File: src/rtl/vend_ctrl_fsm.sv
// Vending front-end: accumulates coin credit, dispenses at PRICE and
// returns leftover or cancelled credit one unit at a time to the hopper.
module vend_ctrl_fsm #(
  parameter int PRICE    = 3,
  parameter int VAL1     = 1,
  parameter int VAL2     = 2,
  parameter int VAL3     = 5,
  parameter int CREDIT_W = 4,
  parameter int TIMEOUT  = 15,
  parameter int TO_W     = 4
) (
  input  logic                clk,
  input  logic                rst_n,
  input  logic [1:0]          coin,
  input  logic                cancel,
  input  logic                chg_rdy,
  output logic                dispense,
  output logic                chg_vld,
  output logic                coin_rej,
  output logic                busy,
  output logic [CREDIT_W-1:0] credit
);

  typedef enum logic [1:0] {S_IDLE, S_COLLECT, S_VEND, S_CHANGE} state_t;

  localparam logic [CREDIT_W:0]   PRICE_X = (CREDIT_W+1)'(PRICE);
  localparam logic [CREDIT_W-1:0] PRICE_C = CREDIT_W'(PRICE);
  localparam logic [TO_W-1:0]     TO_LAST = TO_W'(TIMEOUT - 1);
  localparam bit                  TO_EN   = (TIMEOUT > 0);

  state_t              state_q, state_d;
  logic [CREDIT_W-1:0] credit_q, credit_d;
  logic [TO_W-1:0]     cnt_q, cnt_d;
  logic                rej_q, rej_d;
  logic [CREDIT_W-1:0] val;
  logic [CREDIT_W:0]   sum;
  logic                coin_in;

  always_comb begin
    val = '0;
    case (coin)
      2'b01:   val = CREDIT_W'(VAL1);
      2'b10:   val = CREDIT_W'(VAL2);
      2'b11:   val = CREDIT_W'(VAL3);
      default: val = '0;
    endcase
  end

  assign coin_in = (coin != 2'b00);
  // One extra bit so the price compare cannot be fooled by a wrap.
  assign sum     = {1'b0, credit_q} + {1'b0, val};

  always_ff @(posedge clk or negedge rst_n) begin
    if (!rst_n) begin
      state_q  <= S_IDLE;
      credit_q <= '0;
      cnt_q    <= '0;
      rej_q    <= 1'b0;
    end else begin
      state_q  <= state_d;
      credit_q <= credit_d;
      cnt_q    <= cnt_d;
      rej_q    <= rej_d;
    end
  end

  always_comb begin
    state_d  = state_q;
    credit_d = credit_q;
    cnt_d    = '0;
    rej_d    = 1'b0;
    case (state_q)
      S_IDLE: begin
        if (coin_in) begin
          credit_d = val;
          state_d  = ({1'b0, val} >= PRICE_X) ? S_VEND : S_COLLECT;
        end
      end
      S_COLLECT: begin
        if (cancel) begin
          // Refund wins even if this coin would have reached the price.
          credit_d = sum[CREDIT_W-1:0];
          state_d  = S_CHANGE;
        end else if (coin_in) begin
          credit_d = sum[CREDIT_W-1:0];
          if (sum >= PRICE_X) state_d = S_VEND;
        end else if (TO_EN && cnt_q == TO_LAST) begin
          state_d = S_CHANGE;
        end else begin
          cnt_d = cnt_q + 1'b1;
        end
      end
      S_VEND: begin
        rej_d    = coin_in;
        credit_d = credit_q - PRICE_C;
        state_d  = (credit_q != PRICE_C) ? S_CHANGE : S_IDLE;
      end
      S_CHANGE: begin
        rej_d = coin_in;
        if (chg_rdy) begin
          credit_d = credit_q - 1'b1;
          if (credit_q == CREDIT_W'(1)) state_d = S_IDLE;
        end
      end
      default: state_d = S_IDLE;
    endcase
  end

  always_comb begin
    dispense = (state_q == S_VEND);
    chg_vld  = (state_q == S_CHANGE);
    busy     = (state_q == S_VEND) || (state_q == S_CHANGE);
    coin_rej = rej_q;
    credit   = credit_q;
  end

endmodule

File: config.mk
export PLATFORM = sky130hd
export DESIGN_NAME = vend_ctrl_fsm
export DESIGN_NICKNAME = d
export VERILOG_FILES = /design/src/rtl/vend_ctrl_fsm.sv
export SDC_FILE = /design/constraint.sdc
export NUM_CORES = 1
export LEC_CHECK = 0
export BUFFER_PORTS_ARGS = -buffer_cell sky130_fd_sc_hd__buf_2
export CORE_UTILIZATION = 25
export DETAILED_ROUTE_END_ITERATION = 10
export GPL_ROUTABILITY_DRIVEN = 0
export PLACE_DENSITY = 0.45
export SLEW_MARGIN = 20
export SYNTH_ARGS = -nofsm -noshare
export SYNTH_HDL_FRONTEND = slang
export SYNTH_SLANG_ARGS = --single-unit
File: constraint.sdc
create_clock -name clk -period 4.89 [get_ports clk]
set_input_delay 1.467 -clock clk [delete_from_list [all_inputs] [get_ports clk]]
set_output_delay 1.467 -clock clk [all_outputs]
set_load 0.02 [all_outputs]
==> metrics.txt <==
result of the run finished, final reports clean; per-instance average area after synthesis 8.76 µm²; Synth Register Bits 11; main combinational cell family by area after synthesis simple AND/OR/NAND/NOR gates; PD cells 612 mW/mm²; number of buffers on the longest clock path 2; post-synthesis share of cell area spent on full adders, half adders and majority gates 15.2%; slew at the pin closest to its max-slew limit 0.512 ns; global routing usage summed across all routing layers 13.1%; synthesized-area fraction occupied by ao, oa, aoi and oai cells 16.9%; non-filler instance count after layout 156; area used by multi-input combinational logic 541 µm²; CTS Root Cell clkbuf_4; Async S/R FF share, synth 100%; average routed wire per standard cell 13.0 µm; cts bufs inserted 3; Synth Area in XOR/XNOR 3.03%; setup repair after global routing missed its margin false; endpoint required time on the critical path 3.42 ns; CTS H-tree lvls 1; TritonCTS clock tree done; later-pin clock latency in the skew report 0.27 ns; Clock Sinks 11; floorplan die area 0.00371 mm²; Synth area leaders dfrtp_1, ha_1, nand2_1, nor2_1, nor2b_1; number of synthesis warnings 0; worst setup path class flip-flop to output pin; Sequential Area 275 µm²; netlist area before placement 867 µm²; average via count per standard cell 4.61; share of post-route cells with drive strength above 1 20.0%; fin crit share 61.5%; I/O pin count 14; Max IR drop VDD 107 µV; number of endpoints failing setup at the final stage 0; cells resized by post-CTS repair 0; Post CTS Setup Buffer Count 0; Worst setup endpoint dispense; global-route wire length before repair 3.46 mm; simple-gate portion of the synthesized area 26.0%; Layout fillers 364; Syn Nets 114; routed via count 719; largest net degree at the start of global routing 18; dominant synthesized flop cell dfrtp_1; number of max-cap violations 0; Rel. slew slack 65.9%; post-cts hold buffer count 0; data arrival time of the worst path 1.54 ns; register-to-register setup slack 2.83 ns; count of flip-flops with a built-in enable after synthesis 0; # rows 21; CTS clock-pin slew for the worst setup and hold paths 0.08 ns; final routed DRC violation total 0; number of global-route vias before repair 733; proportion of netlist area held by the largest area contributor 31.7%; maximum clock skew at final layout 0.00852 ns; drt initial violations 28; multiplexer share of the synthesized area 1.30%; crit path from state_q[1]; Worst R2R Path Depth 6; endpoint of the worst-slack reg-to-reg timing path state_q[1]; Die Width 60.9 µm; max frequency 333 MHz; number of different library cells in the post-synthesis netlist 38; R2R Path Start credit[0]; Port Buffers 13; post-DP HPWL 1.54 mm; Area growth, synth to finish 13.4%; first-pass iteration count of the detailed router 4; number of antenna violations at the first check in global routing 0; critical path endpoint category output pin; critical path peak fanout 14; count of pins over their slew limit 0; remaining antenna violation count after routing 0; cell taking the most area after synthesis dfrtp_1; minimum clock period 3.01 ns; number of instances in the synthesized netlist 99; fraction of the yosys area taken by sequential cells 31.7%; final antenna diode count 0; nature of the critical path startpoint flip-flop; final core utilization 29.5%; Std-Cell Core Area 0.00334 mm²; starting density of the core 26.0%; LEAKAGE 0.000446 µW; number of hold-slack violations in the final timing report 0; type of the worst min-delay path flip-flop to flip-flop; number of nets in the final layout 126; total detailed-routing wirelength 2.03 mm; vertical extent of the die 60.9 µm; Placed Cells incl. Taps 152; Congestion Overflow GR 0; final-layout setup total negative slack 0 ns
registers in the layout (all words and copies together), names as in the netlist:
register	count
credit	4
coin_rej	1
state_q	2
cnt_q	4
synthesized netlist by cell type, drive strengths merged, types with 3 or more instances:
cell	count
nor2b	5
nand3	4
nand2	9
a21oi	5
buf	3
inv	5
clkbuf	3
o21ai	4
ha	8
nor2	10
nor3	4
dfrtp	11
logic make-up after synthesis:
logic type | Yosys count
simple gates | 42
compound gates | 21
buf+inv | 11
flops | 11
fa+ha+maj | 10
xor+xnor | 3
mux | 1
final cells by class:
class	count	share of cell area [%]
clock buffer	4	2.67
inverter	5	1.91
multi-input combinational	77	55.0
sequential	11	28.0
tap	46	5.85
timing repair buffer	13	6.62
stage by stage:
stage / hold WS, ns / area [µm²] / power [µW] / setup slack [ns]
6_report: 0.503 / 983 / 602 / 1.88
5_1_grt: 0.541 / 983 / 671 / 1.77
4_1_cts: 0.503 / 983 / 609 / 1.86
3_5_place_dp: 0.490 / 957 / 543 / 1.78
3_3_place_gp: 0.492 / 957 / 538 / 1.81
2_1_floorplan: 0.454 / 867 / 454 / 1.87
power by group:
| group | total (µW) | leakage, µW | switching, µW | internal [µW] |
|---|---|---|---|---|
| registers | 195 | 0.000130 | 75.7 | 120 |
| logic | 342 | 0.000300 | 191 | 151 |
| clock network | 64.3 | 0.0000150 | 32.8 | 31.5 |
worst max-delay path, stage by stage (launching register included):
cell and delay [ns]:
dfrtp_1 0.64, inv_1 0.29, nor2_1 0.16, buf_2 0.18
worst min path at each step:
stage | from | depth (start not counted) | slack [ns] | endpoint
after floorplan | cnt_q[0] | 1 | 0.45 | cnt_q[0]
after global placement | cnt_q[0] | 1 | 0.49 | cnt_q[0]
after detailed placement | cnt_q[0] | 1 | 0.49 | cnt_q[0]
after CTS | cnt_q[0] | 1 | 0.50 | cnt_q[0]
after global routing | cnt_q[0] | 1 | 0.54 | cnt_q[0]
final | cnt_q[0] | 1 | 0.50 | cnt_q[0]
routing by layer:
| layer | track usage (%) | vias up | part of all wire, % |
|---|---|---|---|
| met3 | 2.77 | 2 | 1.9 |
| li1 | - | 369 | - |
| met1 | 18.7 | 337 | 53 |
| met2 | 19.5 | 11 | 44 |
| met5 | 0 | - | 0 |
| met4 | 4.87 | 0 | 0.89 |
cell usage in the layout (no fill, tap or decap), types with 2 or more instances in the layout:
cell type  Yosys  routed
o21ai_0        4       4
xnor2_1        2       2
clkbuf_4       0       3
nand2_1        9       9
dfrtp_1       11      11
a21o_1         2       2
nor3_1         3       3
ha_1           8       8
inv_1          5       5
nor4_1         2       2
nand3_1        4       4
a21boi_0       2       2
o211ai_1       2       2
nor2b_1        5       5
nor2_1         9       9
a21oi_1        5       5
buf_2          2      13
(Power assumes the default switching activity.)
